===== config.mk =====
export PLATFORM = sky130hd
export DESIGN_NAME = spi_req_arbiter_flat
export DESIGN_NICKNAME = d
export VERILOG_FILES = /design/src/rtl/spi_req_arbiter_pkg.sv /design/src/rtl/spi_req_arbiter_if.sv /design/src/rtl/spi_req_arbiter_rr_arbiter.sv /design/src/rtl/spi_req_arbiter.sv /design/src/flat_wrapper.sv
export SDC_FILE = /design/constraint.sdc
export NUM_CORES = 1
export LEC_CHECK = 0
export ABC_CLOCK_PERIOD_IN_PS = 4300
export CORE_UTILIZATION = 45
export CTS_BUF_LIST = sky130_fd_sc_hd__clkbuf_4
export DETAILED_ROUTE_END_ITERATION = 16
export PLACE_DENSITY = 0.84
export SLEW_MARGIN = 20
export SYNTH_ARGS = -nofsm -noshare
export SYNTH_HDL_FRONTEND = slang
export SYNTH_SLANG_ARGS = --single-unit

===== constraint.sdc =====
create_clock -name clk -period 4.3 [get_ports clk]
set_input_delay 0.645 -clock clk [delete_from_list [all_inputs] [get_ports clk]]
set_output_delay 0.645 -clock clk [all_outputs]
set_load 0.01 [all_outputs]

===== src/rtl/spi_req_arbiter_pkg.sv =====
// Shared definitions for the SPI request arbiter: FSM state encoding,
// command layout defaults and width helpers.
package spi_ctrl_pkg;

    // Controller states, 3-bit encoding kept stable for existing tooling.
    localparam logic [2:0] IDLE  = 3'd0;
    localparam logic [2:0] GRANT = 3'd1;
    localparam logic [2:0] BUSY  = 3'd2;
    localparam logic [2:0] DONE  = 3'd3;
    localparam logic [2:0] RESP  = 3'd4;

    // Default command layout: bit 11 set means a 12-bit write shift-out,
    // clear means a 4-bit address followed by an 8-bit read.
    localparam int CMD_WR_BIT         = 11;
    localparam int DEF_CMD_WIDTH      = 12;
    localparam int DEF_READ_WIDTH     = 8;
    localparam int DEF_TIMEOUT_CYCLES = 4096;

    // Width of the timeout counter; it only ever holds 0 .. cycles-1.
    function automatic int tmo_cnt_width(input int cycles);
        int w;
        w = $clog2(cycles);
        return (w < 1) ? 1 : w;
    endfunction

    // Width of a requester index; a single bit minimum so ports never vanish.
    function automatic int id_width(input int num_req);
        int w;
        w = $clog2(num_req);
        return (w < 1) ? 1 : w;
    endfunction

endpackage


===== src/rtl/spi_req_arbiter_if.sv =====
// Bundle of requester-side and SPI-master-side signals around the arbiter.
// The slave modport is the arbiter's view; master is the surrounding
// environment (requesters plus SPI master) that drives the arbiter.
interface spi_req_arbiter_if #(
    parameter int NUM_REQ    = 2,
    parameter int CMD_WIDTH  = 12,
    parameter int READ_WIDTH = 8
);
    localparam int ID_W = (NUM_REQ > 1) ? $clog2(NUM_REQ) : 1;

    // Requester side
    logic [NUM_REQ-1:0]           req_vld;
    logic [NUM_REQ*CMD_WIDTH-1:0] req_cmd;
    logic [NUM_REQ-1:0]           req_rdy;
    logic                         rsp_vld;
    logic [ID_W-1:0]              rsp_id;
    logic                         rsp_wr;
    logic [READ_WIDTH-1:0]        rsp_data;
    logic                         rsp_err;

    // SPI master side
    logic [CMD_WIDTH-1:0]         spi_cmd_in;
    logic                         spi_cmd_vld;
    logic                         spi_cmd_rdy;
    logic                         spi_read_vld;
    logic [READ_WIDTH-1:0]        spi_read_data;

    modport slave (
        input  req_vld, req_cmd, spi_cmd_rdy, spi_read_vld, spi_read_data,
        output req_rdy, rsp_vld, rsp_id, rsp_wr, rsp_data, rsp_err,
               spi_cmd_in, spi_cmd_vld
    );

    modport master (
        output req_vld, req_cmd, spi_cmd_rdy, spi_read_vld, spi_read_data,
        input  req_rdy, rsp_vld, rsp_id, rsp_wr, rsp_data, rsp_err,
               spi_cmd_in, spi_cmd_vld
    );

endinterface


===== src/rtl/spi_req_arbiter_rr_arbiter.sv =====
// Combinational round-robin picker: the first requester at or after ptr,
// wrapping modulo NUM_REQ. The pointer register lives in the caller.
module rr_arbiter
    import spi_ctrl_pkg::*;
#(
    parameter int NUM_REQ = 2,
    localparam int ID_W   = id_width(NUM_REQ)
) (
    input  logic [NUM_REQ-1:0] req,
    input  logic [ID_W-1:0]    ptr,
    output logic [NUM_REQ-1:0] gnt,
    output logic [ID_W-1:0]    idx
);

    int  cand;
    logic found;

    // Scan NUM_REQ slots starting at ptr and keep the first active one.
    always_comb begin
        // NOTE: every output gets a default before the loop so no path leaves
        // a value unassigned, which would otherwise infer a latch.
        gnt   = '0;
        idx   = '0;
        found = 1'b0;
        cand  = 0;
        for (int k = 0; k < NUM_REQ; k++) begin
            cand = int'(ptr) + k;
            if (cand >= NUM_REQ) begin
                cand = cand - NUM_REQ;
            end
            if (!found && req[cand]) begin
                found     = 1'b1;
                gnt[cand] = 1'b1;
                idx       = ID_W'(cand);
            end
        end
    end

endmodule


===== src/rtl/spi_req_arbiter.sv =====
// Shares one SPI master command port between NUM_REQ requesters.
// Round-robin accept in IDLE, present the command in GRANT, follow the
// SPI master through BUSY/DONE, then return a one-cycle tagged response.
// A per-transaction cycle budget aborts hung transfers with an error.
module spi_req_arbiter
    import spi_ctrl_pkg::*;
#(
    parameter int NUM_REQ        = 2,
    parameter int CMD_WIDTH      = DEF_CMD_WIDTH,
    parameter int READ_WIDTH     = DEF_READ_WIDTH,
    parameter int TIMEOUT_CYCLES = DEF_TIMEOUT_CYCLES
) (
    input  logic              clk,
    input  logic              rst_n,
    spi_req_arbiter_if.slave  bus
);

    localparam int ID_W = id_width(NUM_REQ);
    localparam int TW   = tmo_cnt_width(TIMEOUT_CYCLES);

    // Controller state and transaction context
    logic [2:0]            state;
    logic [ID_W-1:0]       ptr;
    logic [TW-1:0]         tmo_cnt;
    logic [CMD_WIDTH-1:0]  cmd_q;
    logic [ID_W-1:0]       id_q;
    logic                  wr_q;
    logic                  read_seen;

    // Registered outputs
    logic                  spi_cmd_vld_q;
    logic                  rsp_vld_q;
    logic [ID_W-1:0]       rsp_id_q;
    logic                  rsp_wr_q;
    logic [READ_WIDTH-1:0] rsp_data_q;
    logic                  rsp_err_q;

    // Arbitration results
    logic [NUM_REQ-1:0]    gnt;
    logic [ID_W-1:0]       win_idx;
    logic [CMD_WIDTH-1:0]  win_cmd;
    logic [ID_W-1:0]       ptr_nxt;
    logic                  any_req;
    logic                  tmo_hit;
    logic                  read_seen_nxt;

    rr_arbiter #(
        .NUM_REQ (NUM_REQ)
    ) u_rr (
        .req (bus.req_vld),
        .ptr (ptr),
        .gnt (gnt),
        .idx (win_idx)
    );

    assign any_req       = |bus.req_vld;
    assign win_cmd       = bus.req_cmd[win_idx*CMD_WIDTH +: CMD_WIDTH];
    assign ptr_nxt       = (win_idx == ID_W'(NUM_REQ - 1)) ? '0 : win_idx + 1'b1;
    assign tmo_hit       = (tmo_cnt == TW'(TIMEOUT_CYCLES - 1));
    assign read_seen_nxt = read_seen | bus.spi_read_vld;

    // The accept strobe is the only combinational output; it is gated to
    // IDLE so a requester is never acknowledged while a transfer is open.
    assign bus.req_rdy     = (state == IDLE) ? gnt : '0;

    assign bus.spi_cmd_in  = cmd_q;
    assign bus.spi_cmd_vld = spi_cmd_vld_q;
    assign bus.rsp_vld     = rsp_vld_q;
    assign bus.rsp_id      = rsp_id_q;
    assign bus.rsp_wr      = rsp_wr_q;
    assign bus.rsp_data    = rsp_data_q;
    assign bus.rsp_err     = rsp_err_q;

    // Transaction FSM: accept, hand over to SPI, track completion, respond.
    always_ff @(posedge clk) begin
        // NOTE: all state here uses non-blocking assignments so every
        // register samples the pre-edge values of its neighbours.
        if (!rst_n) begin
            state         <= IDLE;
            ptr           <= '0;
            tmo_cnt       <= '0;
            cmd_q         <= '0;
            id_q          <= '0;
            wr_q          <= 1'b0;
            read_seen     <= 1'b0;
            spi_cmd_vld_q <= 1'b0;
            rsp_vld_q     <= 1'b0;
            rsp_id_q      <= '0;
            rsp_wr_q      <= 1'b0;
            rsp_data_q    <= '0;
            rsp_err_q     <= 1'b0;
        end else begin
            // The response strobe is only ever raised for a single cycle.
            rsp_vld_q <= 1'b0;

            case (state)
                IDLE: begin
                    if (any_req) begin
                        cmd_q         <= win_cmd;
                        id_q          <= win_idx;
                        wr_q          <= win_cmd[CMD_WIDTH-1];
                        ptr           <= ptr_nxt;
                        tmo_cnt       <= '0;
                        read_seen     <= 1'b0;
                        spi_cmd_vld_q <= 1'b1;
                        state         <= GRANT;
                    end
                end

                GRANT, BUSY, DONE: begin
                    if (tmo_hit) begin
                        // Budget exhausted: abandon the transfer and report.
                        spi_cmd_vld_q <= 1'b0;
                        rsp_vld_q     <= 1'b1;
                        rsp_id_q      <= id_q;
                        rsp_wr_q      <= wr_q;
                        rsp_data_q    <= '0;
                        rsp_err_q     <= 1'b1;
                        state         <= RESP;
                    end else begin
                        tmo_cnt <= tmo_cnt + 1'b1;
                        if (state == GRANT) begin
                            if (bus.spi_cmd_rdy) begin
                                spi_cmd_vld_q <= 1'b0;
                                state         <= BUSY;
                            end
                        end else if (state == BUSY) begin
                            // Ready still high here means the master never
                            // started; keep waiting and let the budget expire.
                            if (!bus.spi_cmd_rdy) begin
                                state <= DONE;
                            end
                        end else begin
                            read_seen <= read_seen_nxt;
                            if (bus.spi_cmd_rdy) begin
                                rsp_vld_q  <= 1'b1;
                                rsp_id_q   <= id_q;
                                rsp_wr_q   <= wr_q;
                                rsp_data_q <= (!wr_q && read_seen_nxt) ?
                                              bus.spi_read_data : '0;
                                rsp_err_q  <= !wr_q && !read_seen_nxt;
                                state      <= RESP;
                            end
                        end
                    end
                end

                RESP: begin
                    state <= IDLE;
                end

                default: begin
                    state <= IDLE;
                end
            endcase
        end
    end

endmodule


===== src/flat_wrapper.sv =====
// flat-port wrapper written by rule: the top's interface ports become plain ports
module spi_req_arbiter_flat import spi_ctrl_pkg::*;
#(
    parameter int NUM_REQ        = 2,
    parameter int CMD_WIDTH      = DEF_CMD_WIDTH,
    parameter int READ_WIDTH     = DEF_READ_WIDTH,
    parameter int TIMEOUT_CYCLES = DEF_TIMEOUT_CYCLES
)
  (clk, rst_n, bus_req_vld, bus_req_cmd, bus_spi_cmd_rdy, bus_spi_read_vld, bus_spi_read_data, bus_req_rdy, bus_rsp_vld, bus_rsp_id, bus_rsp_wr, bus_rsp_data, bus_rsp_err, bus_spi_cmd_in, bus_spi_cmd_vld);
  spi_req_arbiter_if #(.NUM_REQ(NUM_REQ), .CMD_WIDTH(CMD_WIDTH), .READ_WIDTH(READ_WIDTH)) bus_i ();
  input  logic clk;
  input  logic rst_n;
  input wire logic [$bits(bus_i.req_vld)-1:0] bus_req_vld;
  input wire logic [$bits(bus_i.req_cmd)-1:0] bus_req_cmd;
  input wire logic [$bits(bus_i.spi_cmd_rdy)-1:0] bus_spi_cmd_rdy;
  input wire logic [$bits(bus_i.spi_read_vld)-1:0] bus_spi_read_vld;
  input wire logic [$bits(bus_i.spi_read_data)-1:0] bus_spi_read_data;
  output wire logic [$bits(bus_i.req_rdy)-1:0] bus_req_rdy;
  output wire logic [$bits(bus_i.rsp_vld)-1:0] bus_rsp_vld;
  output wire logic [$bits(bus_i.rsp_id)-1:0] bus_rsp_id;
  output wire logic [$bits(bus_i.rsp_wr)-1:0] bus_rsp_wr;
  output wire logic [$bits(bus_i.rsp_data)-1:0] bus_rsp_data;
  output wire logic [$bits(bus_i.rsp_err)-1:0] bus_rsp_err;
  output wire logic [$bits(bus_i.spi_cmd_in)-1:0] bus_spi_cmd_in;
  output wire logic [$bits(bus_i.spi_cmd_vld)-1:0] bus_spi_cmd_vld;
  assign bus_i.req_vld = bus_req_vld;
  assign bus_i.req_cmd = bus_req_cmd;
  assign bus_i.spi_cmd_rdy = bus_spi_cmd_rdy;
  assign bus_i.spi_read_vld = bus_spi_read_vld;
  assign bus_i.spi_read_data = bus_spi_read_data;
  assign bus_req_rdy = bus_i.req_rdy;
  assign bus_rsp_vld = bus_i.rsp_vld;
  assign bus_rsp_id = bus_i.rsp_id;
  assign bus_rsp_wr = bus_i.rsp_wr;
  assign bus_rsp_data = bus_i.rsp_data;
  assign bus_rsp_err = bus_i.rsp_err;
  assign bus_spi_cmd_in = bus_i.spi_cmd_in;
  assign bus_spi_cmd_vld = bus_i.spi_cmd_vld;
  spi_req_arbiter #(.NUM_REQ(NUM_REQ), .CMD_WIDTH(CMD_WIDTH), .READ_WIDTH(READ_WIDTH), .TIMEOUT_CYCLES(TIMEOUT_CYCLES)) u_core (.clk(clk), .rst_n(rst_n), .bus(bus_i));
endmodule

* Yosys cells after proc, flatten, opt, wreduce, memory -nomap -nowiden
Index checks and enable logic that the tools add are counted.
Widths: inputs -> output; s select.
** Cells by class
- Bitwise operators :: 2
- Shift operators :: 1
- Reduce and logical (&&, ||, !) cells :: 20
- Equal/unequal tests :: 15
- Multiply operators :: 1
- Muxes and demuxes :: 61
- Add/subtract/negate cells :: 5
- Magnitude comparators :: 6
** Operators by type and width (count)
- $ge 32x1->1 const B :: 2
- $lt 32x3->1 const B :: 2
- $mux 32 :: 2
- $mux 8 :: 5
- $mux 1 :: 36
- $mux 12 :: 2
- $pmux 12 s2 :: 1
- $shiftx 24x6->12 :: 1
- $mux 3 :: 7
- $add 12x1->12 const B :: 1
- $eq 12x12->1 const B :: 1
- $reduce_and 4->1 :: 3
- $eq 3x2->1 const B :: 2
- $mux 2 :: 3
- $ne 2x1->1 const B :: 3
- $ne 2x2->1 const B :: 3
- $pmux 3 s2 :: 1
- $logic_and 1x1->1 :: 5
- $ne 5x3->1 const B :: 1
- $reduce_and 5->1 :: 1
- $ne 4x2->1 const B :: 1
- $ne 4x3->1 const B :: 1
- $pmux 1 s2 :: 2
- $reduce_and 2->1 :: 2
- other kinds (19) :: 23
** Storage, ports and cells
- Word-level logic and storage cells :: 124
- Bits in registers :: 44
- Input port bits :: 38
- Output and inout port bits :: 27

* Logic depth before layout (Yosys ltp)
Gate-level depths: netlist of the first run.
- Word-level depth :: 11
- Gate-level depth with buffers :: 7

* Cells and area by module
Synthesis of the first run repeated with hierarchy kept, for this count alone.
** Unflattened totals
- Cells, all modules :: 219
- Area total of the unflattened synthesis :: 2088.3 µm²
** Modules (own cells, without submodules)
- spi_req_arbiter :: instances 1, cells an instance 215, area an instance 2058.2 µm², sequential area each 860.8 µm²
- rr_arbiter :: instances 1, cells an instance 4, area an instance 30.0 µm², sequential area each 0.0 µm²

* Least setup slack after synthesis of the first run
Ideal clock, no wire load.
- Path type :: reg2reg
- Start :: register u_core.tmo_cnt[0]
- End :: register u_core.rsp_data_q[0] (netlist: u_core.bus.rsp_data[0])
- Path buffers :: 2
- Path slack :: 2.278 ns
- Cell stages (with the launch flop) :: 8
- Arrival time :: 1.951 ns
- Clock period less this slack :: 2.022 ns
- Cells stage by stage :: dfxtp_1 -> ha_1 -> nand3_2 -> or4_4 -> buf_6 -> a211oi_4 -> buf_6 -> mux2i_1
** Between the ends
- Longest elaborated chain between the ends :: 3
- Elaborated cells on any way between the ends :: 6
- Those cells by class :: 3 x eq/ne; 1 x mux; 2 x reduce/logical
** Ends and longest elaborated chain
- start: declaration :: RTL line spi_req_arbiter.sv:24 : logic [TW-1:0] tmo_cnt;
- start signal: assignment :: RTL line spi_req_arbiter.sv:121 : tmo_cnt <= tmo_cnt + 1'b1;
- $eq 12x12->1 * :: RTL line spi_req_arbiter.sv:59 : assign tmo_hit = (tmo_cnt == TW'(TIMEOUT_CYCLES - 1));
- $ne 2x1->1 (no source line) / $reduce_bool 2->1 (equally long branches)
- $reduce_and 4->1 (no source line)
- end signal: assignment :: RTL line spi_req_arbiter.sv:139 : rsp_data_q <= (!wr_q && read_seen_nxt) ?
- end: declaration :: RTL line spi_req_arbiter.sv:35 : logic [READ_WIDTH-1:0] rsp_data_q;
Mark *: on every way between the ends. The rest lies on a longest branch, timed or not.
A chain may end at the register's enable or synchronous reset.

* Worst setup path after layout of the first run
- Start :: input port bus_req_vld[1]
- End :: output port bus_req_rdy[1]
** Between the ends
- Longest elaborated chain between the ends :: 8
- Elaborated cells on any way between the ends :: 13
- Those cells by class :: 10 x mux; 1 x bitwise; 2 x reduce/logical
** Ends and longest elaborated chain
- start: declaration :: RTL line flat_wrapper.sv:13 : input wire logic [$bits(bus_i.req_vld)-1:0] bus_req_vld;
- $mux 1 (implied by the code) (3 in a row) :: RTL line spi_req_arbiter_rr_arbiter.sv:31 : if (!found && req[cand]) begin
- $mux 1 :: RTL line spi_req_arbiter_rr_arbiter.sv:31
- $logic_not 1->1 :: RTL line spi_req_arbiter_rr_arbiter.sv:31
- $logic_and 1x1->1 :: RTL line spi_req_arbiter_rr_arbiter.sv:31
- $mux 2 * :: RTL line spi_req_arbiter_rr_arbiter.sv:31
- $mux 2 * :: RTL line spi_req_arbiter.sv:64 : assign bus.req_rdy = (state == IDLE) ? gnt : '0;
- end: declaration :: RTL line flat_wrapper.sv:18 : output wire logic [$bits(bus_i.req_rdy)-1:0] bus_req_rdy;
Mark *: on every way between the ends. The rest lies on a longest branch, timed or not. The select of a mux whose other input is x is not followed.

==> run summary, run 1 <==
TritonCTS built the clock tree. The tools report the initial antenna violation count as 0. Of the cells placed in the final design, the portion with a size suffix greater than 1 is 6.10%.

The count of nets left with antenna violations once routing finished came out at 0. After synthesis, the share of flip-flops with an asynchronous set or reset is 0%. The maximum clock insertion buffer count is 2, and the average cell area after synthesis is 8.84 sq um. The number of nets in the synthesized netlist is 274.

The class of the tightest hold or removal check was flip-flop to flip-flop. Wire length of the first global-routing pass: 8070 um. STA classifies the critical path startpoint as an input pin.

The run finished with clean final reports. Worst path required time: 3.65 ns. The pin count of the biggest net entering global routing was 25; the number of unique standard cell types used by synthesis was 44.

The clock drives 43 sinks. The critical path crosses 5 cells after its start point. The final hold violation count was 0. The number of synthesized register bits was 43; the number of standard cells in the layout, taps in and fillers out was 347.

The count of yosys warnings during synthesis is 0, and the met3 track demand over resource is 7.50%. The critical path arrival came out at 2.14 ns. In this run the clock root is driven by a clkbuf_4.

Critical path start-end classification: input pin to primary output. The worst pin sits at a relative slew slack of 40.8%. Setup slack on the worst reg-to-reg path comes out at 1.85 ns. By instance count, the cell type seen most on the critical path is clkdlybuf4s50_1. The clock buffer count from CTS was 5; the final clock skew was 0.0118 ns. In this run the post-CTS setup repair buffer count came out at 0.

The tools report the count of mapped cells out of synthesis as 235. Once placement completed, the tool counted placed cells totaling 339. At the later pin of the worst-skew pair, clock insertion delay measures 0.35 ns. The number of hold buffers added after CTS was 0. The total power per unit cell area is 471 nW/um^2. By area the synthesized netlist is led by dfxtp_1 (41%), mux2i_1 (12%), nand2_1 (4.5%).

The multi-input combinational cells in the finished layout cover a total of 1110 sq um. The die is 69.9 um tall. The logs give 2080 sq um for the post-synth design cell area and 273 uV for the maximum resistive drop on vdd. The number of levels the H-tree was split into was 2. The routed layout has 1932 vias. The logs give 0 for the number of gates resized after CTS and 27.4% for the global routing usage on met1. Detailed placement finished with a half-perimeter wire length of 3350 um. Setup violations remaining at the end of the flow were counted as 0. The pre-antenna-repair detailed-routing pass consisted of 4 iterations. Tracing the worst setup path back leads to its startpoint at bus_req_vld[1]. Traced cell by cell, the critical path runs through clkdlybuf4s50_1, o21ai_1, buf_4, nor2_1, clkdlybuf4s50_1. Number of global-route vias before repair: 1752.

Kind of end point of the critical path: a primary output. Among all flip-flop cells after synthesis, the most frequent one is dfxtp_1. The logs give 861 sq um for the storage element area and 371 for the filler cell count. For the initial standard-cell utilization of the core, the log shows 47.4%. The smallest clock period supported by the final layout is computed as 2.79 ns. The layer flagged by global routing as most heavily used is met2. 0 antenna diodes ended up in the layout. The die area is 4890 sq um, and the critical path buffer and inverter count is 3. The maximum achievable frequency is 359 MHz. The floorplan has 24 rows. Global routing used 30.8% of the available met2 tracks. The count of final max-slew check failures was 0.

The tools report the startpoint of the worst-slack reg-to-reg timing path as u_core.tmo_cnt[0]. The growth of design area from synthesis to finish works out to 34.3%. Summing all placed instances gives a cell area of 2730 sq um. The aggregate negative setup slack was 0 ns; the total grt overflow was 0. Following the worst setup path forward leads to its endpoint at bus_req_rdy[1]. At the end of routability-driven placement, the weighted congestion stood at 0.839.

The design area is 2790 sq um, and the total track usage is 20.2%. Max-cap violations in this run came to 0. In the final design database the tool counted 333 nets. For the top-level I/O count, the log shows 65. The total area inside the core boundary comes to 4380 sq um. For the worst flop-to-flop path, the logic depth is 5. After detailed routing, the average wire length per cell comes to 13.3 um.

The per-cell via count in the routed design is 5.57. The post-route fraction of the period consumed by the critical path is 64.8%, and the portion of the post-synthesis area used by sequential elements is 41.4%. The tools report the capturing point of the worst reg2reg path as u_core.bus.rsp_data[6]. After detailed routing, the number of remaining DRC violations is 0. The detailed router finished its first iteration with 110 violations. After synthesis, the largest area contributor takes up 41.4% of total cell area. Number of flops mapped to enable cells by yosys: 0. For this design the static power due to leakage is 0.999 nW. Clock-pin slew was measured on the worst setup and hold paths at 0.13 ns. Setup repair after global routing left no endpoint under its margin. The largest single stage delay on the critical path is 0.55 ns. The top cell family by delay on the critical path is buffers and inverters. After layout, the design draws a total of 1.31 mW. The largest total area in the synthesized netlist belongs to dfxtp_1. The count of buffers inserted at the top-level ports is 64. The slowest cell on the critical path is clkdlybuf4s50_1.

For the pin with the worst max-slew slack, the measured transition is 0.881 ns. Of all nets on the critical path, the largest fanout is 13. The die is 69.9 um wide.

Summed over all layers, the routed wires come to 4610 um.
==> through the flow <==
stage | setup slack [ns] | hold slack [ns] | util, %
after floorplan | 2.28 | 0.438 | -
after global placement | 1.22 | 0.443 | 62.3
after detailed placement | 1.23 | 0.451 | 62.3
after CTS | 1.49 | 0.469 | 63.6
after global routing | 1.35 | 0.479 | 63.6
final | 1.51 | 0.468 | 63.6
==> power breakdown <==
group	internal, mW	switching [mW]	total [mW]
registers	0.488	0.0667	0.555
logic	0.275	0.283	0.559
clock network	0.0695	0.130	0.200
==> Yosys cell counts, types with 2 or more instances <==
| library cell | number |
|---|---|
| o311ai_0 | 2 |
| o31ai_1 | 5 |
| nand2b_1 | 3 |
| nand3_1 | 16 |
| and2_1 | 3 |
| a21oi_1 | 11 |
| inv_1 | 5 |
| and4_1 | 2 |
| buf_2 | 4 |
| nand2_1 | 25 |
| nand4_1 | 3 |
| nor3_1 | 4 |
| o211ai_1 | 3 |
| or3_1 | 2 |
| o41ai_1 | 3 |
| buf_1 | 2 |
| o2111ai_1 | 3 |
| o21ai_1 | 2 |
| mux2i_1 | 25 |
| or4_1 | 6 |
| buf_6 | 2 |
| a211oi_1 | 12 |
| o21ai_0 | 5 |
| nor2_1 | 18 |
| a2111o_1 | 2 |
| dfxtp_1 | 43 |
| clkbuf_1 | 7 |
==> sequential cells by signal, indices dropped and copies added (netlist names), 3 cells and up <==
signal,flops
u_core.bus.rsp_data,8
u_core.state,3
u_core.bus.spi_cmd_in,12
u_core.tmo_cnt,12
==> layer usage <==
layer / vias to the layer above / share of wire, %
met3: 5 / 8.3
met4: 0 / 1.0
li1: 988 / -
met2: 67 / 44
met5: - / 0
met1: 872 / 46
==> worst min path at each step <==
stage / startpoint / to / cells past startpoint
finish: u_core.bus.rsp_data[0] / u_core.bus.rsp_data[0] / 2
global route: u_core.bus.rsp_data[3] / u_core.bus.rsp_data[3] / 2
CTS: u_core.bus.rsp_err / u_core.bus.rsp_err / 2
detailed placement: u_core.bus.rsp_err / u_core.bus.rsp_err / 2
global placement: u_core.bus.rsp_data[2] / u_core.bus.rsp_data[2] / 2
floorplan: u_core.id_q / u_core.bus.rsp_id / 2
==> kinds of logic (layout without fill, tap and decap cells) <==
kind of cell               count (synthesis)  after routing  share of synthesized area, %
adders and majority gates                  1              1                         0.602
buffers and inverters                     22             82                          5.12
and+or+nand+nor                           91             91                          22.3
AOI/OAI and AO/OA                         52             52                          18.1
DFF                                       43             43                          41.4
xor gates and xnor gates                   1              1                         0.422
muxes                                     25             25                          12.0
==> layout make-up <==
class	instances	share of cell area [%]
clock buffer	6	1.62
clock inverter	2	0.449
inverter	6	0.808
multi-input combinational	170	39.9
sequential	43	30.9
tap	52	2.33
timing repair buffer	68	24.0
==> cells in the final DEF (no fill, tap or decap), drive strengths merged <==
cell and count:
a2111o 2, o31ai 5, o2111ai 3, inv 5, o41ai 3, clkinv 2
nor3b 1, nand2b 3, clkdlybuf4s50 64, and4 2, nor4 1, nor2 18
a31oi 1, ha 1, and2 4, a21oi 11, o32ai 1, dfxtp 43
nand4b 1, buf 4, or4 7, nand4 3, nand2 26, o311ai 2
o211ai 3, a211oi 13, o21ai 7, clkbuf 6, nand3 17, or2 1
nand3b 1, a21boi 1, or3 2, clkinvlp 1, mux2i 25, xnor2 1
nor3 4
==> worst reg2reg max path, delay by kind of cell, from the launching register on <==
| kind | cells | cell delay (ns) |
|---|---|---|
| muxes | 1 | 0.27 |
| adders and majority gates | 1 | 0.20 |
| AOI/OAI and AO/OA | 1 | 0.72 |
| and+or+nand+nor | 2 | 0.81 |
| DFF | 1 | 0.40 |
Note: power is estimated with default switching activity, not from simulation.
==> run 2: changes to the inputs <==
ABC_CLOCK_PERIOD_IN_PS = 2350   (was 4300)
CORE_UTILIZATION = 43   (was 45)
clock period = 2.35 ns   (was 4.3 ns; I/O delays follow)
==> run summary, run 2 (synthesis gave the netlist of run 1 again) <==
The flow ran to the end, and the final reports show no timing, DRC or antenna violations. The analysis attributes to cell leakage a power of 1.06 nW. Entering global routing, the biggest net connects 26 pins. Of the cells placed in the final design, the portion with a size suffix greater than 1 is 9.18%.

In the global route stage, met1 resource usage came out at 28.2%. For the final hold violation count, the log shows 0. The clock tree synthesis step divided the H-tree into 2 levels. The tools report the number of nets in the layout as 343.

The global routing met2 resource utilization was 37.4%; the total grt overflow was 0. The number of cells on the worst hold path is 2, and the initial antenna violation count is 0. Global routing used 22.3% of the available tracks across all layers. The number of global-route vias before repair is 2034, and the horizontal die dimension is 71.5 um. For the total power of the final layout, the log shows 2.56 mW.

Buffers inserted during post-CTS setup optimization: 0. Maximum clock insertion buffer count: 2. Across the VDD grid, the largest voltage drop is 574 uV. The part of the power in the clock network was 18.0%. The clock buffer count from CTS was 5. The tools report the critical path startpoint as u_core.state[2]. The total power per unit cell area is 886 nW/um^2. Buffers inserted to repair hold after CTS numbered 0. The tools report the TritonCTS sink count as 43. Count of buffers inserted at the top-level ports: 64.

The routed design has 5150 um of wire. In the layout the commonest cells are clkdlybuf4s50_1 (64), dfxtp_1 (43), nand2_1 (25), mux2i_1 (25), nor2_1 (17). Summing all non-filler instances in the final layout gives an area of 2890 sq um.

The first global-routing pass estimated 9070 um of wire. The final critical path takes up 95.3% of the cycle. For this run, global-route usage on met3 was measured as 5.63%.

The detail route stage leaves a number of antenna-violating nets equal to 0. The final clock skew was 0.0177 ns; the worst hold slack was 0.467 ns. After detailed routing, the number of vias per cell comes to 5.75.

The number of antenna diodes in the final layout is 0. The tools report the cell-internal power as 1.65 mW. The worst register-to-register path has a depth of 6. The portion of total power attributed to sequential cells was 39.9%. The root buffer cell chosen for the clock tree is clkbuf_4. The run gives 0 as the count of final max-slew check failures. The total area inside the core boundary comes to 4500 sq um. After clock tree synthesis, the clock-pin slew on the worst setup and hold paths is 0.14 ns. The worst path required time came out at 2.00 ns. Per report_power, the combinational group accounts for 42.1% of the total. The logs give 95 for the initial DRC count and 0.36 ns for the latest clock arrival within the worst-skew pair. The tool flagged a number of max-cap violations equal to 0.

The most common cell after layout, fill and taps aside was clkdlybuf4s50_1. The tools report the relative slew slack as 58.7%. Net switching power figure: 905 uW.

The logs give 3840 um for the half-perimeter wire length of the detailed placement result and 0 for the number of gates resized after CTS. The vias after detailed routing came out at 2051. TritonCTS built the clock tree. At the worst endpoint, the arrival time is 1.89 ns. In this run the worst hold path is classified as flip-flop to flip-flop.

The row count came out at 24. Once the floorplan was initialized, standard cells occupied 46.1% of the core. Summed over all failing endpoints, the final setup total negative slack is 0 ns.

The tools report the startpoint of the worst-slack reg-to-reg timing path as u_core.tmo_cnt[0]. Setup violations remaining at the end of the flow were counted as 0. Setup repair after global routing left no endpoint under its margin.

The worst hold path startpoint is u_core.bus.rsp_wr. In this run the most used layer during global routing was met2. For the pin with the worst max-slew slack, the measured transition is 0.615 ns.

At the end of routability-driven placement, the weighted congestion stood at 0.814. The post-detailed-route DRC marker count is 0. Pin placement for this block handled 65 I/O pins. The die area was 5110 sq um; the growth of design area from synthesis to finish was 39.0%.

The shortest clock period the worst path allows after layout is 2.24 ns, and the largest fanout of any net on the critical path is 8. The vertical die dimension is 71.5 um. After detailed routing, the average wire length per cell comes to 14.4 um.

The run gives 446 MHz as the maximum achievable frequency. The first detailed-routing pass ran for 4 iterations. The tools report the critical path launch point type as a flip-flop.

The switching share of total power was 35.4%; the area of placed instances was 2810 sq um. The critical path start-end classification was flip-flop to primary output. The kind of end point of the critical path is a primary output.

The filler cell count came out at 391.
[run 2: metrics by stage]
| stage | setup slack (ns) | std cells | util [%] |
|---|---|---|---|
| floorplan | 0.328 | 235 | - |
| global placement | 0.271 | 349 | 62.3 |
| CTS | 0.108 | 357 | 64.0 |
| finish | 0.109 | 357 | 64.1 |
| detailed placement | 0.178 | 349 | 62.3 |
| global route | 0.00627 | 357 | 64.1 |
[run 2: power by group through the flow]
| stage | Sequential, mW | Clock (mW) | Combinational [mW] |
|---|---|---|---|
| finish | 1.02 | 0.460 | 1.08 |
| floorplan | 1.05 | 0 | 0.598 |
| global placement | 1.03 | 0 | 1.05 |
| global route | 1.04 | 0.510 | 1.19 |
| CTS | 1.02 | 0.469 | 1.08 |
| detailed placement | 1.04 | 0 | 1.07 |
[run 2: path summary, 6_finish.rpt]
kind,end,slack (ns)
max,bus_req_rdy[1],0.11
min,u_core.bus.rsp_wr,0.47
max reg2reg,u_core.bus.rsp_id,0.19
min reg2reg,u_core.bus.rsp_wr,0.47
[run 2: final cells by class]
class / count / area [sq um] / share of cell area (%)
clock inverters: 3 / 38.8 / 1.34
repair buffers: 78 / 746 / 25.8
well taps: 52 / 65.1 / 2.25
clock buffers: 5 / 37.5 / 1.30
multi-input cells: 170 / 1120 / 38.7
inverters: 6 / 22.5 / 0.780
flip-flops and latches: 43 / 861 / 29.8
[run 2: worst max-delay path, stage by stage (launching register included)]
cell,delay [ns]
dfxtp_1,0.40
or3_1,0.45
nor2_1,0.13
clkdlybuf4s50_1,0.55
[run 2: per-layer routing]
layer | vias up | routed length (um)
met4 | 0 | 65
met2 | 78 | 2470
met5 | - | 0
met1 | 962 | 2170
li1 | 1004 | -
met3 | 7 | 447
